<file path="src/rtl/uart_cmd_pkg.sv">
// ---------------------------------------------------------------------------
// uart_cmd_pkg
// Shared definitions for the UART command decoder:
//   - ASCII constants used by the command grammar (CR, LF, '0', '9')
//   - decoder state type (IDLE, FREQ)
//   - is_digit() helper for recognising decimal digit bytes
// ---------------------------------------------------------------------------
package uart_cmd_pkg;

  localparam logic [7:0] CHR_CR = 8'h0D;
  localparam logic [7:0] CHR_LF = 8'h0A;
  localparam logic [7:0] CHR_0  = 8'h30;
  localparam logic [7:0] CHR_9  = 8'h39;

  typedef enum logic {
    IDLE = 1'b0,
    FREQ = 1'b1
  } state_t;

  function automatic logic is_digit(input logic [7:0] b);
    return (b >= CHR_0) && (b <= CHR_9);
  endfunction

endpackage

</file>
<file path="src/rtl/uart_cmd_decoder_dec_accum.sv">
// ---------------------------------------------------------------------------
// dec_accum
// Decimal digit accumulator for the frequency command.
// Ports:
//   clk, rst_n  : clock, asynchronous active-low reset
//   clr         : zero the accumulator and digit count
//   load        : fold 'digit' into the accumulator (acc = acc*10 + digit)
//   digit       : binary value of the incoming decimal digit (0..9)
//   acc         : current accumulated value
//   count       : number of digits accepted so far
//   overflow    : loading 'digit' now would exceed 2^FREQ_W-1
//   too_many    : MAX_DIGITS already accepted; one more would exceed the limit
// Both flags look ahead at the pending digit so the caller can reject it
// before it is ever loaded.
// ---------------------------------------------------------------------------
module dec_accum #(
  parameter int FREQ_W     = 16,
  parameter int MAX_DIGITS = 5,
  parameter int CNT_W      = $clog2(MAX_DIGITS + 1)
) (
  input  logic              clk,
  input  logic              rst_n,
  input  logic              clr,
  input  logic              load,
  input  logic [3:0]        digit,
  output logic [FREQ_W-1:0] acc,
  output logic [CNT_W-1:0]  count,
  output logic              overflow,
  output logic              too_many
);

  // acc*10 + 9 always fits in four extra bits
  localparam int WIDE_W = FREQ_W + 4;

  logic [FREQ_W-1:0] acc_reg, acc_next;
  logic [CNT_W-1:0]  cnt_reg, cnt_next;
  logic [WIDE_W-1:0] wide_sum;

  assign wide_sum = ({4'd0, acc_reg} * WIDE_W'(10)) + WIDE_W'(digit);
  assign overflow = |wide_sum[WIDE_W-1:FREQ_W];
  assign too_many = (cnt_reg == CNT_W'(MAX_DIGITS));

  always_comb begin
    acc_next = acc_reg;
    cnt_next = cnt_reg;
    if (clr) begin
      acc_next = '0;
      cnt_next = '0;
    end else if (load) begin
      acc_next = wide_sum[FREQ_W-1:0];
      cnt_next = cnt_reg + CNT_W'(1);
    end
  end

  always_ff @(posedge clk or negedge rst_n) begin
    if (!rst_n) begin
      acc_reg <= '0;
      cnt_reg <= '0;
    end else begin
      acc_reg <= acc_next;
      cnt_reg <= cnt_next;
    end
  end

  assign acc   = acc_reg;
  assign count = cnt_reg;

endmodule

</file>
<file path="src/rtl/uart_cmd_decoder.sv">
// ---------------------------------------------------------------------------
// uart_cmd_decoder
// Decodes received UART bytes into
//   - single-letter mode commands (BASE_CHAR+k selects one-hot mode k)
//   - frequency commands: FREQ_CHAR, 1..MAX_DIGITS decimal digits, CR
// Ports:
//   clk, rst_n   : clock, asynchronous active-low reset
//   rx_valid     : one-cycle strobe, rx_data holds a new byte
//   rx_data      : received byte
//   mode         : one-hot mode select (registered)
//   freq_word    : current frequency word (registered)
//   freq_update  : one-cycle pulse when freq_word is loaded
//   cmd_err      : one-cycle pulse on a malformed frequency command
//   busy         : high while a frequency command is in progress
// Optional build macro CMD_TIMEOUT_EN: abort a frequency command with
// cmd_err after TIMEOUT_CYCLES cycles without a received byte.
// ---------------------------------------------------------------------------
module uart_cmd_decoder
  import uart_cmd_pkg::*;
#(
  parameter int                NUM_MODES      = 2,
  parameter int                DEFAULT_MODE   = 0,
  parameter logic [7:0]        BASE_CHAR      = 8'h41,
  parameter logic [7:0]        FREQ_CHAR      = 8'h46,
  parameter int                FREQ_W         = 16,
  parameter logic [FREQ_W-1:0] FREQ_DEFAULT   = FREQ_W'(1000),
  parameter int                MAX_DIGITS     = 5,
  parameter int                TIMEOUT_CYCLES = 1_000_000
) (
  input  logic                 clk,
  input  logic                 rst_n,
  input  logic                 rx_valid,
  input  logic [7:0]           rx_data,
  output logic [NUM_MODES-1:0] mode,
  output logic [FREQ_W-1:0]    freq_word,
  output logic                 freq_update,
  output logic                 cmd_err,
  output logic                 busy
);

  localparam int                   CNT_W    = $clog2(MAX_DIGITS + 1);
  localparam logic [NUM_MODES-1:0] MODE_RST = NUM_MODES'(1) << DEFAULT_MODE;

  // Elaboration-time parameter checks
  if (NUM_MODES < 1 || NUM_MODES > 5) begin : g_bad_num_modes
    $error("uart_cmd_decoder: NUM_MODES must be in 1..5");
  end
  if (DEFAULT_MODE < 0 || DEFAULT_MODE >= NUM_MODES) begin : g_bad_default_mode
    $error("uart_cmd_decoder: DEFAULT_MODE must be < NUM_MODES");
  end
  if (TIMEOUT_CYCLES < 1) begin : g_bad_timeout
    $error("uart_cmd_decoder: TIMEOUT_CYCLES must be >= 1");
  end

  state_t                state_reg, state_next;
  logic [NUM_MODES-1:0]  mode_reg, mode_next;
  logic [FREQ_W-1:0]     freq_word_reg, freq_word_next;
  logic                  freq_update_reg, freq_update_next;
  logic                  cmd_err_reg, cmd_err_next;
  logic                  busy_reg;

  logic                  acc_clr, acc_load, acc_ovf, acc_full;
  logic [FREQ_W-1:0]     acc_val;
  logic [CNT_W-1:0]      acc_cnt;
  logic                  byte_ok;
  logic                  tmo_expire;

  // Per-mode letter match; at most one bit can be set, so the vector
  // itself is the new one-hot mode value.
  logic [NUM_MODES-1:0]  mode_hit;
  genvar gi;
  generate
    for (gi = 0; gi < NUM_MODES; gi++) begin : g_mode_hit
      assign mode_hit[gi] = (rx_data == 8'(BASE_CHAR + gi));
    end
  endgenerate

  // LF is transparent in every state
  assign byte_ok = rx_valid && (rx_data != CHR_LF);

  dec_accum #(
    .FREQ_W     (FREQ_W),
    .MAX_DIGITS (MAX_DIGITS),
    .CNT_W      (CNT_W)
  ) u_accum (
    .clk      (clk),
    .rst_n    (rst_n),
    .clr      (acc_clr),
    .load     (acc_load),
    .digit    (rx_data[3:0]),
    .acc      (acc_val),
    .count    (acc_cnt),
    .overflow (acc_ovf),
    .too_many (acc_full)
  );

`ifdef CMD_TIMEOUT_EN
  localparam int TMO_W = $clog2(TIMEOUT_CYCLES + 1);
  logic [TMO_W-1:0] tmo_cnt_reg, tmo_cnt_next;

  // Counts idle cycles in FREQ; any received byte (LF included) reloads it.
  always_comb begin
    tmo_cnt_next = '0;
    if (state_reg == FREQ && !rx_valid) begin
      tmo_cnt_next = tmo_cnt_reg + TMO_W'(1);
    end
  end

  // A byte in the expiry cycle wins, hence the !rx_valid term.
  assign tmo_expire = (state_reg == FREQ) && !rx_valid &&
                      (tmo_cnt_reg == TMO_W'(TIMEOUT_CYCLES - 1));

  always_ff @(posedge clk or negedge rst_n) begin
    if (!rst_n) begin
      tmo_cnt_reg <= '0;
    end else begin
      tmo_cnt_reg <= tmo_cnt_next;
    end
  end
`else
  assign tmo_expire = 1'b0;
`endif

  always_comb begin
    state_next       = state_reg;
    mode_next        = mode_reg;
    freq_word_next   = freq_word_reg;
    freq_update_next = 1'b0;
    cmd_err_next     = 1'b0;
    acc_clr          = 1'b0;
    acc_load         = 1'b0;
    if (byte_ok) begin
      case (state_reg)
        IDLE: begin
          if (|mode_hit) begin
            mode_next = mode_hit;
          end else if (rx_data == FREQ_CHAR) begin
            acc_clr    = 1'b1;
            state_next = FREQ;
          end
        end
        FREQ: begin
          if (is_digit(rx_data)) begin
            if (acc_ovf || acc_full) begin
              cmd_err_next = 1'b1;
              state_next   = IDLE;
            end else begin
              acc_load = 1'b1;
            end
          end else if (rx_data == CHR_CR && acc_cnt != '0) begin
            freq_word_next   = acc_val;
            freq_update_next = 1'b1;
            state_next       = IDLE;
          end else begin
            // Empty CR or any foreign byte aborts; it is not re-decoded.
            cmd_err_next = 1'b1;
            state_next   = IDLE;
          end
        end
        default: state_next = IDLE;
      endcase
    end else if (tmo_expire) begin
      cmd_err_next = 1'b1;
      state_next   = IDLE;
    end
  end

  always_ff @(posedge clk or negedge rst_n) begin
    if (!rst_n) begin
      state_reg       <= IDLE;
      mode_reg        <= MODE_RST;
      freq_word_reg   <= FREQ_DEFAULT;
      freq_update_reg <= 1'b0;
      cmd_err_reg     <= 1'b0;
      busy_reg        <= 1'b0;
    end else begin
      state_reg       <= state_next;
      mode_reg        <= mode_next;
      freq_word_reg   <= freq_word_next;
      freq_update_reg <= freq_update_next;
      cmd_err_reg     <= cmd_err_next;
      busy_reg        <= (state_next == FREQ);
    end
  end

  assign mode        = mode_reg;
  assign freq_word   = freq_word_reg;
  assign freq_update = freq_update_reg;
  assign cmd_err     = cmd_err_reg;
  assign busy        = busy_reg;

endmodule

</file>
<file path="config.mk">
export PLATFORM = sky130hd
export DESIGN_NAME = uart_cmd_decoder
export DESIGN_NICKNAME = d
export VERILOG_FILES = /design/src/rtl/uart_cmd_pkg.sv /design/src/rtl/uart_cmd_decoder_dec_accum.sv /design/src/rtl/uart_cmd_decoder.sv
export SDC_FILE = /design/constraint.sdc
export NUM_CORES = 1
export LEC_CHECK = 0
export ABC_AREA = 1
export BUFFER_PORTS_ARGS = -buffer_cell sky130_fd_sc_hd__buf_2
export CAP_MARGIN = 20
export CELL_PAD_IN_SITES_DETAIL_PLACEMENT = 0
export CELL_PAD_IN_SITES_GLOBAL_PLACEMENT = 1
export CORE_UTILIZATION = 39
export DETAILED_ROUTE_END_ITERATION = 10
export PLACE_DENSITY_LB_ADDON = 0.1
export SLEW_MARGIN = 30
export SYNTH_ARGS = -nofsm -noshare
export SYNTH_HDL_FRONTEND = slang
export SYNTH_SLANG_ARGS = --single-unit
export TNS_END_PERCENT = 50
</file>
<file path="constraint.sdc">
create_clock -name clk -period 3.3 [get_ports clk]
set_clock_uncertainty 0.05 [all_clocks]
set_input_delay 0.165 -clock clk [delete_from_list [all_inputs] [get_ports clk]]
set_output_delay 0.165 -clock clk [all_outputs]
set_load 0.005 [all_outputs]
</file>
## Word level (Yosys, flattened, before mapping)

Index checks and enable logic that the tools add are counted.

- Register bits after elaboration: 40
- Input port bits: 11
- Output and inout bits: 21
- Logic and storage cells: 52

- Add/subtract/negate cells: 2
- $mul: 1
- Magnitude comparators: 2
- Eq/ne operators: 6
- Muxes and demuxes: 22
- Bitwise gates (word level): 2
- Reduce and logical (&&, ||, !) cells: 10

Operator list:

| cell | count |
|---|---|
| two-way mux 16 bit | 2 |
| == test 8 x 7 -> 1 bit (second input constant) | 3 |
| adder 20 x 4 -> 20 bit | 1 |
| multiplier 16 x 3 -> 19 bit (second input constant) | 1 |
| two-way mux 1 bit | 17 |
| == test 8 x 4 -> 1 bit (second input constant) | 1 |
| >= comparator 8 x 6 -> 1 bit (second input constant) | 1 |
| less-or-equal comparator 8 x 6 -> 1 bit (second input constant) | 1 |
| != test 8 x 4 -> 1 bit (second input constant) | 1 |
| two-way mux 3 bit | 2 |
| AND reduction 4 bit | 1 |
| OR reduction 4 bit | 1 |
| adder 3 x 1 -> 3 bit (second input constant) | 1 |
| == test 3 bit (second input constant) | 1 |
| logical AND 1 bit | 3 |
| AND reduction 3 bit | 1 |
| nonzero test 3 bit | 1 |
| inverter 1 bit | 2 |
| case mux 1 bit (2 select lines) | 1 |
| nonzero test 2 bit | 1 |
| OR reduction 2 bit | 1 |
| logical OR 1 bit | 1 |

## Longest topological paths before layout

Gate-level depths: netlist of run 1.

- Word-level depth: 10
- Mapped depth: 23
- Mapped depth without buffers: 22

## Hierarchy

A second synthesis of run 1 with hierarchy kept.

- Cells, all modules: 490
- Area total of the unflattened synthesis: 3,453.3 um^2

By module, submodules not included:

| module | times used | cells an instance | area each (um^2) | sequential area each (um^2) |
|---|---|---|---|---|
| dec_accum | 1 | 359 | 2,361.0 | 475.5 |
| uart_cmd_decoder | 1 | 131 | 1,092.3 | 534.3 |

## Least setup slack after synthesis of run 1

OpenSTA, ideal clock, no wires.

- Path type: reg2reg
- From: register u_accum.acc_reg[1], in the netlist u_accum.acc[1]
- To: register u_accum.acc_reg[13], in the netlist u_accum.acc[13]
- Setup time: 122 ps
- Arrival time: 2,956 ps
- Required time: 3,128 ps
- Path slack: 172 ps
- Cell stages (with the launch flop): 20
- Buffers on the path: 1
- Cells stage by stage: dfrtp_1 -> ha_1 -> ha_1 -> fa_1 -> nand2_1 -> nor2_1 -> nand2_1 -> nand2_1 -> nand2_2 -> nor2_4 -> nand3_2 -> nor2_4 -> nand3_2 -> a21oi_2 -> nand3_2 -> nor2_4 -> nand2_4 -> buf_6 -> nand3_1 -> o21ai_1

- Longest elaborated chain between the ends: 9
- Elaborated cells between the ends (all ways): 11
- Those cells by class: add/sub: 1; mul: 1; mux: 6; reduce/logical: 3

Ends and longest elaborated chain:

| element | RTL line | source |
|---|---|---|
| start: declaration | uart_cmd_decoder_dec_accum.sv:35 | `logic [FREQ_W-1:0] acc_reg, acc_next;` |
| start signal: assignment | uart_cmd_decoder_dec_accum.sv:60 | `acc_reg <= acc_next;` |
| multiplier 16 x 3 -> 19 bit (*) | uart_cmd_decoder_dec_accum.sv:39 | `assign wide_sum = ({4'd0, acc_reg} * WIDE_W'(10)) + WIDE_W'(digit);` |
| adder 20 x 4 -> 20 bit (*) | uart_cmd_decoder_dec_accum.sv:39 |  |
| OR reduction 4 bit | uart_cmd_decoder_dec_accum.sv:40 | `assign overflow = \|wide_sum[WIDE_W-1:FREQ_W];` |
| logical OR 1 bit | uart_cmd_decoder.sv:144 | `if (acc_ovf \|\| acc_full) begin` |
| two-way mux 1 bit | uart_cmd_decoder.sv:144 |  |
| two-way mux 1 bit | uart_cmd_decoder.sv:143 | `if (is_digit(rx_data)) begin` |
| two-way mux 1 bit | uart_cmd_decoder.sv:133 | `case (state_reg)` |
| two-way mux 1 bit | uart_cmd_decoder.sv:132 | `if (byte_ok) begin` |
| nonzero test 2 bit (no source line) | n/a |  |

Mark *: on every way between the ends. The rest lies on a longest branch, timed or not. The select of a mux whose other input is x is not followed.
A chain may end at the register's enable or synchronous reset.

## Final worst setup path of run 1

- From: register u_accum.acc_reg[3], in the netlist u_accum.acc[3]
- To: register u_accum.acc_reg[12], in the netlist u_accum.acc[12]

The elaborated chain is that of the path after synthesis.

==> results of run 1 <==
## logic make-up (layout without fill, tap and decap cells)
kind of cell,count (synthesis),after routing,synth area share [%]
buffers and inverters,80,129,9.022
AO/OA/AOI/OAI,50,50,8.370
multiplexers,1,1,0.2899
XOR/XNOR,10,10,2.754
AND/OR/NAND/NOR,280,281,36.85
flip-flops,40,40,29.24
adder cells (fa/ha/maj),36,36,13.48
## layer usage
layer | track usage, % | wire length [um] | part of all wire, %
met1 | 30.48 | 4669 | 50
met2 | 34.63 | 4243 | 46
met3 | 2.844 | 335 | 3.6
met4 | 3.358 | 48 | 0.52
met5 | 0 | 0 | 0
## layout make-up
cell class | count | area, um^2 | area share (%)
multi-input cells | 378 | 2230 | 55.48
well taps | 105 | 131.4 | 3.269
clock buffers | 5 | 68.82 | 1.712
clock inverters | 3 | 18.77 | 0.4670
flip-flops and latches | 40 | 1010 | 25.12
repair buffers | 46 | 276.5 | 6.880
inverters | 75 | 284.0 | 7.067
## worst max-delay path, delay by kind of cell (launching register included)
| kind | cells | cell delay [ns] |
|---|---|---|
| buffers and inverters | 1 | 0.19 |
| AO/OA/AOI/OAI | 2 | 0.27 |
| adder cells (fa/ha/maj) | 3 | 0.97 |
| AND/OR/NAND/NOR | 12 | 1.30 |
| flip-flops | 1 | 0.42 |
## final timing paths
kind / slack [ns] / cells past startpoint / to / start
setup / recovery: 0.01 / 18 / u_accum.acc[12] / u_accum.acc[3]
hold / removal: 0.07 / 2 / mode[0] / rx_data[3]
setup reg to reg: 0.01 / 18 / u_accum.acc[12] / u_accum.acc[3]
hold reg to reg: 0.41 / 2 / freq_word[5] / freq_word[5]
max in group asynchronous: 2.50 / 2 / freq_word[8] / rst_n
min in group asynchronous: 0.33 / 2 / freq_word[13] / rst_n
## cell usage in the layout, fill, tap and decap left out, types with 2 or more instances in the layout
cell type | synthesis | routed
clkbuf_8 | 0 | 5
buf_4 | 1 | 14
nand3_1 | 40 | 40
buf_2 | 0 | 30
clkinv_2 | 0 | 2
a21oi_1 | 12 | 12
ha_4 | 0 | 3
o22ai_1 | 6 | 6
nor2_2 | 5 | 9
o21ai_0 | 11 | 9
inv_2 | 6 | 6
nand2_4 | 1 | 3
a21oi_2 | 2 | 2
xor2_1 | 6 | 6
nor4_1 | 2 | 2
nor2_4 | 3 | 3
nor3_1 | 3 | 3
nand4_1 | 8 | 8
ha_1 | 34 | 30
nor2_1 | 28 | 24
xnor2_1 | 3 | 3
o21ai_1 | 12 | 11
dfstp_2 | 7 | 7
nand2_2 | 15 | 18
dfrtp_1 | 33 | 33
nand3_4 | 1 | 2
nand3_2 | 5 | 4
o41ai_1 | 2 | 2
nand2_1 | 164 | 160
o21ai_2 | 0 | 3
and2_1 | 2 | 2
o211ai_1 | 2 | 2
inv_1 | 69 | 68
## per-stage QoR
stage	instance area (um^2)	hold WS (ns)	util, %	worst slack (ns)	std cells
global placement	3777	0.2712	45.07	0.03551	637
CTS	3945	0.06870	47.07	0.01484	650
detailed placement	3777	0.2909	45.07	-0.01427	637
floorplan	3453	-0.1806	-	0.1717	497
finish	4019	0.07255	47.95	0.01432	652
global route	4019	0.07653	47.95	-0.1504	652
## repair_timing
action	in CTS	in global routing
resized for setup	8	18
gates cloned	1	0
endpoints found under the setup margin	10	20
hold endpoints to repair	33	0
buffers inserted	3	2
pin swaps	6	15
hold buffers	1	0
## synthesized netlist by cell type, drive strengths merged
cell / number
nand4: 8
nor3: 4
dfrtp: 33
buf: 3
fa: 2
or2: 1
and2: 2
xnor2: 3
o211ai: 2
o21ai: 23
dfstp: 7
clkbuf: 2
o41ai: 2
a31oi: 1
nand3: 46
nor2: 36
nor4: 2
mux2i: 1
inv: 75
a21boi: 1
xor2: 7
nand2: 180
a21oi: 14
nand3b: 1
ha: 34
o22ai: 7
## power by group
group	switching [mW]	internal (mW)
sequential	0.0164	0.506
clock	0.183	0.147
combinational	0.337	0.191
total	0.536	0.844
==> impl_metrics.env, run 1 <==
export IMPL_synth_cells=497
export IMPL_diodes=0
export IMPL_yosys_top_cells_area="dfrtp_1, nand2_1, ha_1, inv_1, nand3_1"
export IMPL_antenna_found_initial=0
export IMPL_clk_latency_ns=0.30
export IMPL_antenna_left=0
export IMPL_clockBufferDepth=2
export IMPL_setup_tns_ns=0
export IMPL_fp_row_count=33
export IMPL_first_pass_iters=4
export IMPL_crit_path_top_delay_cell="fa_2"
export IMPL_core_mm2=0.008382
export IMPL_h_tree_depth=2
export IMPL_cp_data_arrival_time_ns=3.46
export IMPL_max_slew_margin_pct=54.83
export IMPL_power_density_mw_per_mm2=343.4
export IMPL_power_leakage_nw=2.224
export IMPL_vias_per_cell=5.032
export IMPL_yosysWarningCount=0
export IMPL_dp_hpwl_um=7212
export IMPL_die_h_um=96.10
export IMPL_die_area_mm2=0.009235
export IMPL_syn2layout_area_growth_pct=16.38
export IMPL_synthDominantAreaCellType="dfrtp_1"
export IMPL_max_stage_delay_ns=0.55
export IMPL_grt_max_degree=41
export IMPL_yosysUniqueCellTypes=40
export IMPL_cp_start_kind="flop"
export IMPL_grt_first_pass_wirelength_um=14720
export IMPL_fmax_mhz=304.4
export IMPL_drv_slew=0
export IMPL_path_max_fanout=8
export IMPL_cts_buffers=5
export IMPL_grt_pass1_vias=2957
export IMPL_cts_sinks=40
export IMPL_power_mw=1.380
export IMPL_cap_violations=0
export IMPL_ys_seq_area_share_pct=29.24
export IMPL_rsz0062_at_grt="yes"
export IMPL_finalWirelength_um=9297
export IMPL_numPortBuffers=31
export IMPL_fin_crit_sh_pct=99.57
export IMPL_worstSetupPathType="flop to flop"
export IMPL_fin_nets=593
export IMPL_period_minus_slack_ns=3.286
export IMPL_overflow=0
export IMPL_ys_seq_elements=40
export IMPL_fp_dieW_um=96.10
export IMPL_critical_path_endpoint_type="flop"
export IMPL_cts_tree="done"
export IMPL_outcome="finished, final reports clean"
export IMPL_cp_cell_sequence="ha_4 -> ha_4 -> fa_2 -> nand2_2 -> nor2_2 -> nand2_1 -> nand2_2 -> nand2_2 -> nor2_4 -> nand3_4 -> nor2_4 -> nand3_2 -> a21oi_2 -> nand3_2 -> nor2_4 -> nand2_4 -> buf_6 -> o22ai_2"
export IMPL_drcViolationCount=0
export IMPL_grt_total_usage_pct=21.31
export IMPL_clkTransAtPathRegs_ns=0.08
export IMPL_ir_worst_vdd_mv=0.1647
export IMPL_fillers=871
export IMPL_tightestPinTransition_ns=0.6750
export IMPL_finalSetupViolations=0
export IMPL_drive_above_1_share_pct=21.94
export IMPL_worstHoldPathType="input port to flop"
export IMPL_gp_congestion=0.8693
export IMPL_syn_num_nets=544
export IMPL_synth_area_mm2=0.003453
export IMPL_wl_per_cell_um=14.26
export IMPL_clockRootBuffer="clkbuf_8"
export IMPL_start_util_pct=41.20
export IMPL_cp_required_ns=3.47
export IMPL_hold_viol=0
export IMPL_synth_top_area_share_pct=23.91
export IMPL_avgSynthCellArea_um2=6.948
export IMPL_vias=3281
export IMPL_io_pins=32
export IMPL_drt_iter0_drc=166
(Power assumes the default switching activity.)
==> inputs of run 2 (changes only) <==
==> constraint.sdc (replaced) <==
create_clock -name clk -period 3.3 [get_ports clk]
set_clock_uncertainty 0.05 [all_clocks]
set_input_delay 0 -clock clk [delete_from_list [all_inputs] [get_ports clk]]
set_output_delay 0 -clock clk [all_outputs]
set_load 0.005 [all_outputs]
==> run 2 against run 1 <==
  * Clock power is essentially flat
  * Total power grew 0.39%
  * Final cell count grew 0.77%
  * Sequential share of layout area shrank 0.31 points
  * Critical path type unchanged
  * Register-to-register slack is essentially flat
  * Critical endpoint unchanged
  * Critical path depth is the same
  * Maximum frequency is essentially flat
  * Largest cell class unchanged
==> impl_metrics.env, run 2 (synthesis results as in run 1) <==
export IMPL_grt_first_pass_wirelength_um=14790
export IMPL_hold_viol=0
export IMPL_grt_total_usage_pct=21.39
export IMPL_fin_nets=598
export IMPL_numPortBuffers=31
export IMPL_critical_path_endpoint_type="flop"
export IMPL_clockBufferDepth=2
export IMPL_power_density_mw_per_mm2=340.5
export IMPL_max_stage_delay_ns=0.55
export IMPL_rsz0062_at_grt="yes"
export IMPL_cp_cell_sequence="ha_4 -> ha_4 -> fa_2 -> nand2_2 -> nor2_2 -> nand2_1 -> nand2_2 -> nand2_2 -> nor2_4 -> nand3_4 -> nor2_4 -> nand3_2 -> a21oi_2 -> nand3_2 -> nor2_4 -> nand2_4 -> buf_6 -> o22ai_2"
export IMPL_worstHoldPathType="input port to flop"
export IMPL_io_pins=32
export IMPL_outcome="finished, final reports clean"
export IMPL_r2r_end="u_accum.acc[12]"
export IMPL_dp_hpwl_um=7212
export IMPL_rrSetupSlack_ns=0.01
export IMPL_h_tree_depth=2
export IMPL_layout_common_cells="nand2_1, inv_1, nand3_1"
export IMPL_ir_worst_vdd_mv=0.1647
export IMPL_syn2layout_area_growth_pct=17.83
export IMPL_drcViolationCount=0
export IMPL_power_leakage_nw=2.247
export IMPL_critPathTopFamily="simple AND/OR/NAND/NOR gates"
export IMPL_antenna_found_initial=0
export IMPL_layout_commonest_cell="nand2_1"
export IMPL_clk_latency_ns=0.30
export IMPL_clockRootBuffer="clkbuf_8"
export IMPL_cap_violations=0
export IMPL_max_slew_margin_pct=54.59
export IMPL_cp_required_ns=3.47
export IMPL_place_inst=637
export IMPL_crit_path_top_delay_cell="fa_2"
export IMPL_grt_pass1_vias=2974
export IMPL_start_util_pct=41.20
export IMPL_fp_row_count=33
export IMPL_core_mm2=0.008382
export IMPL_cts_tree="done"
export IMPL_period_minus_slack_ns=3.286
export IMPL_fin_crit_sh_pct=99.59
export IMPL_reg2reg_depth=18
export IMPL_cp_data_arrival_time_ns=3.46
export IMPL_drv_slew=0
export IMPL_wl_per_cell_um=14.20
export IMPL_vias_per_cell=5.020
export IMPL_worstReg2RegStart="u_accum.acc[3]"
export IMPL_final_cell_count_no_fill=657
export IMPL_fmax_mhz=304.3
export IMPL_worstSetupPathType="flop to flop"
export IMPL_worstSetupStartpoint="u_accum.acc[3]"
export IMPL_gp_congestion=0.8693
export IMPL_finalWirelength_um=9329
export IMPL_cts_buffers=5
export IMPL_antenna_left=0
export IMPL_path_max_fanout=8
export IMPL_design_area_mm2=0.004069
export IMPL_vias=3298
export IMPL_drive_above_1_share_pct=21.74
export IMPL_overflow=0
export IMPL_placed_area_mm2=0.003777
export IMPL_tightestPinTransition_ns=0.6787
export IMPL_critPathBufInv=1
export IMPL_first_pass_iters=6
export IMPL_crit_end="u_accum.acc[12]"
export IMPL_setup_tns_ns=0
export IMPL_die_h_um=96.10
export IMPL_die_area_mm2=0.009235
export IMPL_whs_ns=0.03052
export IMPL_drt_iter0_drc=174
export IMPL_critical_path_depth=18
export IMPL_diodes=0
export IMPL_clkTransAtPathRegs_ns=0.08
export IMPL_cp_start_kind="flop"
export IMPL_cts_sinks=40
export IMPL_grt_max_degree=41
export IMPL_finalSetupViolations=0
export IMPL_min_from="rx_data[7]"
export IMPL_fp_dieW_um=96.10
export IMPL_power_mw=1.385
## run 2: cell types whose count changed in the layout (fill, tap and decap cells not counted)
cell           delta
dlygate4sd3_1     +5
## run 2: what timing repair did
action / in CTS / in global routing
hold endpoints to repair: 37 / 0
endpoints found under the setup margin: 10 / 20
hold buffers: 6 / 0
gates resized for setup: 8 / 18
gates cloned: 1 / 0
pin swaps: 6 / 15
buffers inserted: 3 / 2
## run 2: report_power, final
group | total (mW) | internal (mW) | switching [mW]
Clock | 0.330 | 0.147 | 0.183
Combinational | 0.533 | 0.195 | 0.338
Sequential | 0.522 | 0.506 | 0.0165
Total | 1.39 | 0.848 | 0.537
## run 2: per-layer routing
layer / track usage, % / share of wire [%]
met5: 0 / 0
met4: 3.358 / 0.54
met3: 2.844 / 3.3
met2: 34.75 / 46
met1: 30.62 / 50
## run 2: worst min-delay path by stage
stage	to	slack, ns	cells after the start
global placement	u_accum.acc[15]	0.11	1
CTS	mode[1]	0.03	5
detailed placement	freq_word[15]	0.13	1
floorplan	busy	-0.35	0
global route	u_accum.acc[1]	0.06	4
finish	mode[1]	0.03	5
## run 2: stage by stage
step / util, % / setup slack, ns
floorplan: - / 0.1717
global placement: 45.07 / 0.03551
detailed placement: 45.07 / -0.01427
CTS: 47.66 / 0.01484
global route: 48.54 / -0.1504
finish: 48.54 / 0.01368
## run 2: worst register-to-register path, delay by kind of cell, from the launching register on
family                     cells  cell delay [ns]
AOI/OAI and AO/OA              2             0.27
and+or+nand+nor               12             1.32
DFF                            1             0.42
buffers and inverters          1             0.19
adders and majority gates      3             0.98
## run 2: cell type report
type                            instances  area, um^2
Clock buffer                            5       68.82
Inverter                               75       284.0
Sequential cell                        40        1010
Clock inverter                          3       18.77
Multi-Input combinational cell        378        2230
Timing Repair Buffer                   51       326.6
Tap cell                              105       131.4
Fill cell                             866        4313
==> inputs of run 3 (changes only) <==
--- a/config.mk
+++ b/config.mk
@@ -6,10 +6,11 @@
 export NUM_CORES = 1
 export LEC_CHECK = 0
 export ABC_AREA = 1
-export BUFFER_PORTS_ARGS = -buffer_cell sky130_fd_sc_hd__buf_2
+export BUFFER_PORTS_ARGS = -buffer_cell sky130_fd_sc_hd__buf_4
 export CAP_MARGIN = 20
 export CELL_PAD_IN_SITES_DETAIL_PLACEMENT = 0
 export CELL_PAD_IN_SITES_GLOBAL_PLACEMENT = 1
+export CORE_MARGIN = 5
 export CORE_UTILIZATION = 39
 export DETAILED_ROUTE_END_ITERATION = 10
 export PLACE_DENSITY_LB_ADDON = 0.1
==> run 3 against run 2 <==
  * Die area rose by 17%
  * Sequential power hardly changed
  * First-iteration DRC count is 28% lower
  * Sequential share of layout area down 1.4 points
  * Critical path depth increased by 1
  * Setup slack improved by 0.021 ns
  * Combinational power grew 11%
==> impl_metrics.env, run 3 (synthesis results as in run 1) <==
export IMPL_outcome="finished, final reports clean"
export IMPL_clk_latency_ns=0.30
export IMPL_clockBufferDepth=2
export IMPL_cp_cell_sequence="ha_1 -> ha_2 -> fa_2 -> nand2_2 -> nor2_2 -> nand2_1 -> nand2_1 -> nand2_2 -> nor2_4 -> nand3_4 -> nor2_4 -> nand3_2 -> a21oi_2 -> nand3_2 -> nor2_4 -> buf_12 -> nand2_8 -> nand2_8 -> mux2i_1"
export IMPL_antenna_found_initial=0
export IMPL_syn2layout_area_growth_pct=24.96
export IMPL_drt_iter0_drc=125
export IMPL_max_stage_delay_ns=0.55
export IMPL_max_slew_margin_pct=53.37
export IMPL_grt_total_usage_pct=17.61
export IMPL_cts_buffers=5
export IMPL_h_tree_depth=2
export IMPL_finalSetupViolations=0
export IMPL_fin_crit_sh_pct=98.95
export IMPL_layout_common_cells="nand2_1, inv_1, buf_4"
export IMPL_path_max_fanout=5
export IMPL_rsz0062_at_grt="yes"
export IMPL_drv_slew=0
export IMPL_timing_final_ws_setup_ns=0.03457
export IMPL_min_from="rx_data[1]"
export IMPL_seqPwrFrac_pct=34.1
export IMPL_cp_required_ns=3.43
export IMPL_finalWirelength_um=9632
export IMPL_placed_area_mm2=0.003874
export IMPL_grt_max_degree=41
export IMPL_dp_hpwl_um=7389
export IMPL_worstReg2RegStart="u_accum.acc[3]"
export IMPL_antenna_left=0
export IMPL_first_pass_iters=4
export IMPL_drcViolationCount=0
export IMPL_setup_tns_ns=0
export IMPL_critical_path_endpoint_type="flop"
export IMPL_clockRootBuffer="clkbuf_8"
export IMPL_die_h_um=104.1
export IMPL_vias_per_cell=4.964
export IMPL_p_int_mw=0.9560
export IMPL_period_minus_slack_ns=3.265
export IMPL_fin_nets=603
export IMPL_fp_dieW_um=104.1
export IMPL_layout_commonest_cell="nand2_1"
export IMPL_cts_sinks=40
export IMPL_tightestPinTransition_ns=0.6978
export IMPL_ir_worst_vdd_mv=0.1826
export IMPL_cap_violations=0
export IMPL_power_density_mw_per_mm2=354.9
export IMPL_clkTransAtPathRegs_ns=0.08
export IMPL_start_util_pct=39.79
export IMPL_vias=3301
export IMPL_io_pins=32
export IMPL_gp_congestion=0.9062
export IMPL_netSwitchingPower_mw=0.5755
export IMPL_pre_cts_ws_ns=-0.01960
export IMPL_numPortBuffers=31
export IMPL_cpMostUsedCell="nor2_4"
export IMPL_fmax_mhz=306.2
export IMPL_crit_path_top_delay_cell="fa_2"
export IMPL_switching_share_pct=37.58
export IMPL_pwr_share_comb_pct=38.6
export IMPL_diodes=0
export IMPL_fp_row_count=34
export IMPL_worstSetupStartpoint="u_accum.acc[3]"
export IMPL_place_inst=642
export IMPL_cts_tree="done"
export IMPL_worstHoldPathType="input port to flop"
export IMPL_wl_per_cell_um=14.48
export IMPL_die_area_mm2=0.01084
export IMPL_design_area_mm2=0.004315
export IMPL_grt_pass1_vias=3142
export IMPL_overflow=0
export IMPL_hold_viol=0
export IMPL_clkPwrFrac_pct=27.3
export IMPL_grt_first_pass_wirelength_um=15610
export IMPL_core_mm2=0.008678
export IMPL_drive_above_1_share_pct=25.31
export IMPL_final_cell_count_no_fill=665
export IMPL_cp_start_kind="flop"
export IMPL_power_leakage_nw=2.298
export IMPL_worstSetupPathType="flop to flop"
export IMPL_cp_data_arrival_time_ns=3.40
==> run 3: per-layer routing <==
layer	global-route usage, %	routed length [um]	up-vias
met5	0	0	-
met4	4.070	116	0
met3	2.235	314	9
met2	28.87	4590	52
met1	24.65	4611	1519
li1	-	-	1721
==> run 3: path summary, 6_finish.rpt <==
kind                                    endpoint  slack (ns)  cells after the start
worst max-delay path            u_accum.count[0]        0.03                     19
worst min-delay path              u_accum.acc[1]        0.03                      4
worst max register to register  u_accum.count[0]        0.03                     19
worst min register to register      freq_word[5]        0.42                      2
max in group asynchronous         u_accum.acc[6]        2.65                      2
min in group asynchronous         u_accum.acc[3]        0.17                      2
==> run 3: what timing repair did <==
action	4_1_cts	5_1_grt
hold endpoints to repair	44	0
hold buffers	6	0
gates resized for setup	8	40
endpoints found under the setup margin	11	20
cloned	2	0
pin swaps	3	13
buffers inserted	2	5
==> run 3: layout make-up <==
cell class                 count  area [um^2]
multi-input combinational    379         2328
clock inverter                 3        47.55
tap                          108        135.1
sequential                    40         1011
clock buffer                   5        68.82
fill                         893         4363
timing repair buffer          55        440.4
inverter                      75        284.0
==> run 3: worst max-delay path, delay by kind of cell (launching register included) <==
kind,cells,cell delay (ns)
buffers and inverters,1,0.14
and+or+nand+nor,13,1.26
muxes,1,0.08
DFF,1,0.40
AOI/OAI and AO/OA,1,0.15
adders and majority gates,3,1.05
==> run 3: stage by stage <==
stage	util [%]	power, mW	hold WS [ns]
after detailed placement	44.64	1.054	-0.04100
final	49.73	1.532	0.03076
after global placement	44.64	1.056	-0.03970
after floorplan	-	0.8984	-0.3456
after CTS	47.66	1.486	0.02986
after global routing	49.73	1.632	0.05010
==> run 3: power by group through the flow <==
stage / combinational [mW] / sequential [mW] / clock [mW]
after floorplan: 0.373 / 0.525 / 0
after global placement: 0.524 / 0.532 / 0
after detailed placement: 0.522 / 0.532 / 0
after CTS: 0.537 / 0.522 / 0.427
after global routing: 0.662 / 0.524 / 0.446
final: 0.592 / 0.522 / 0.418
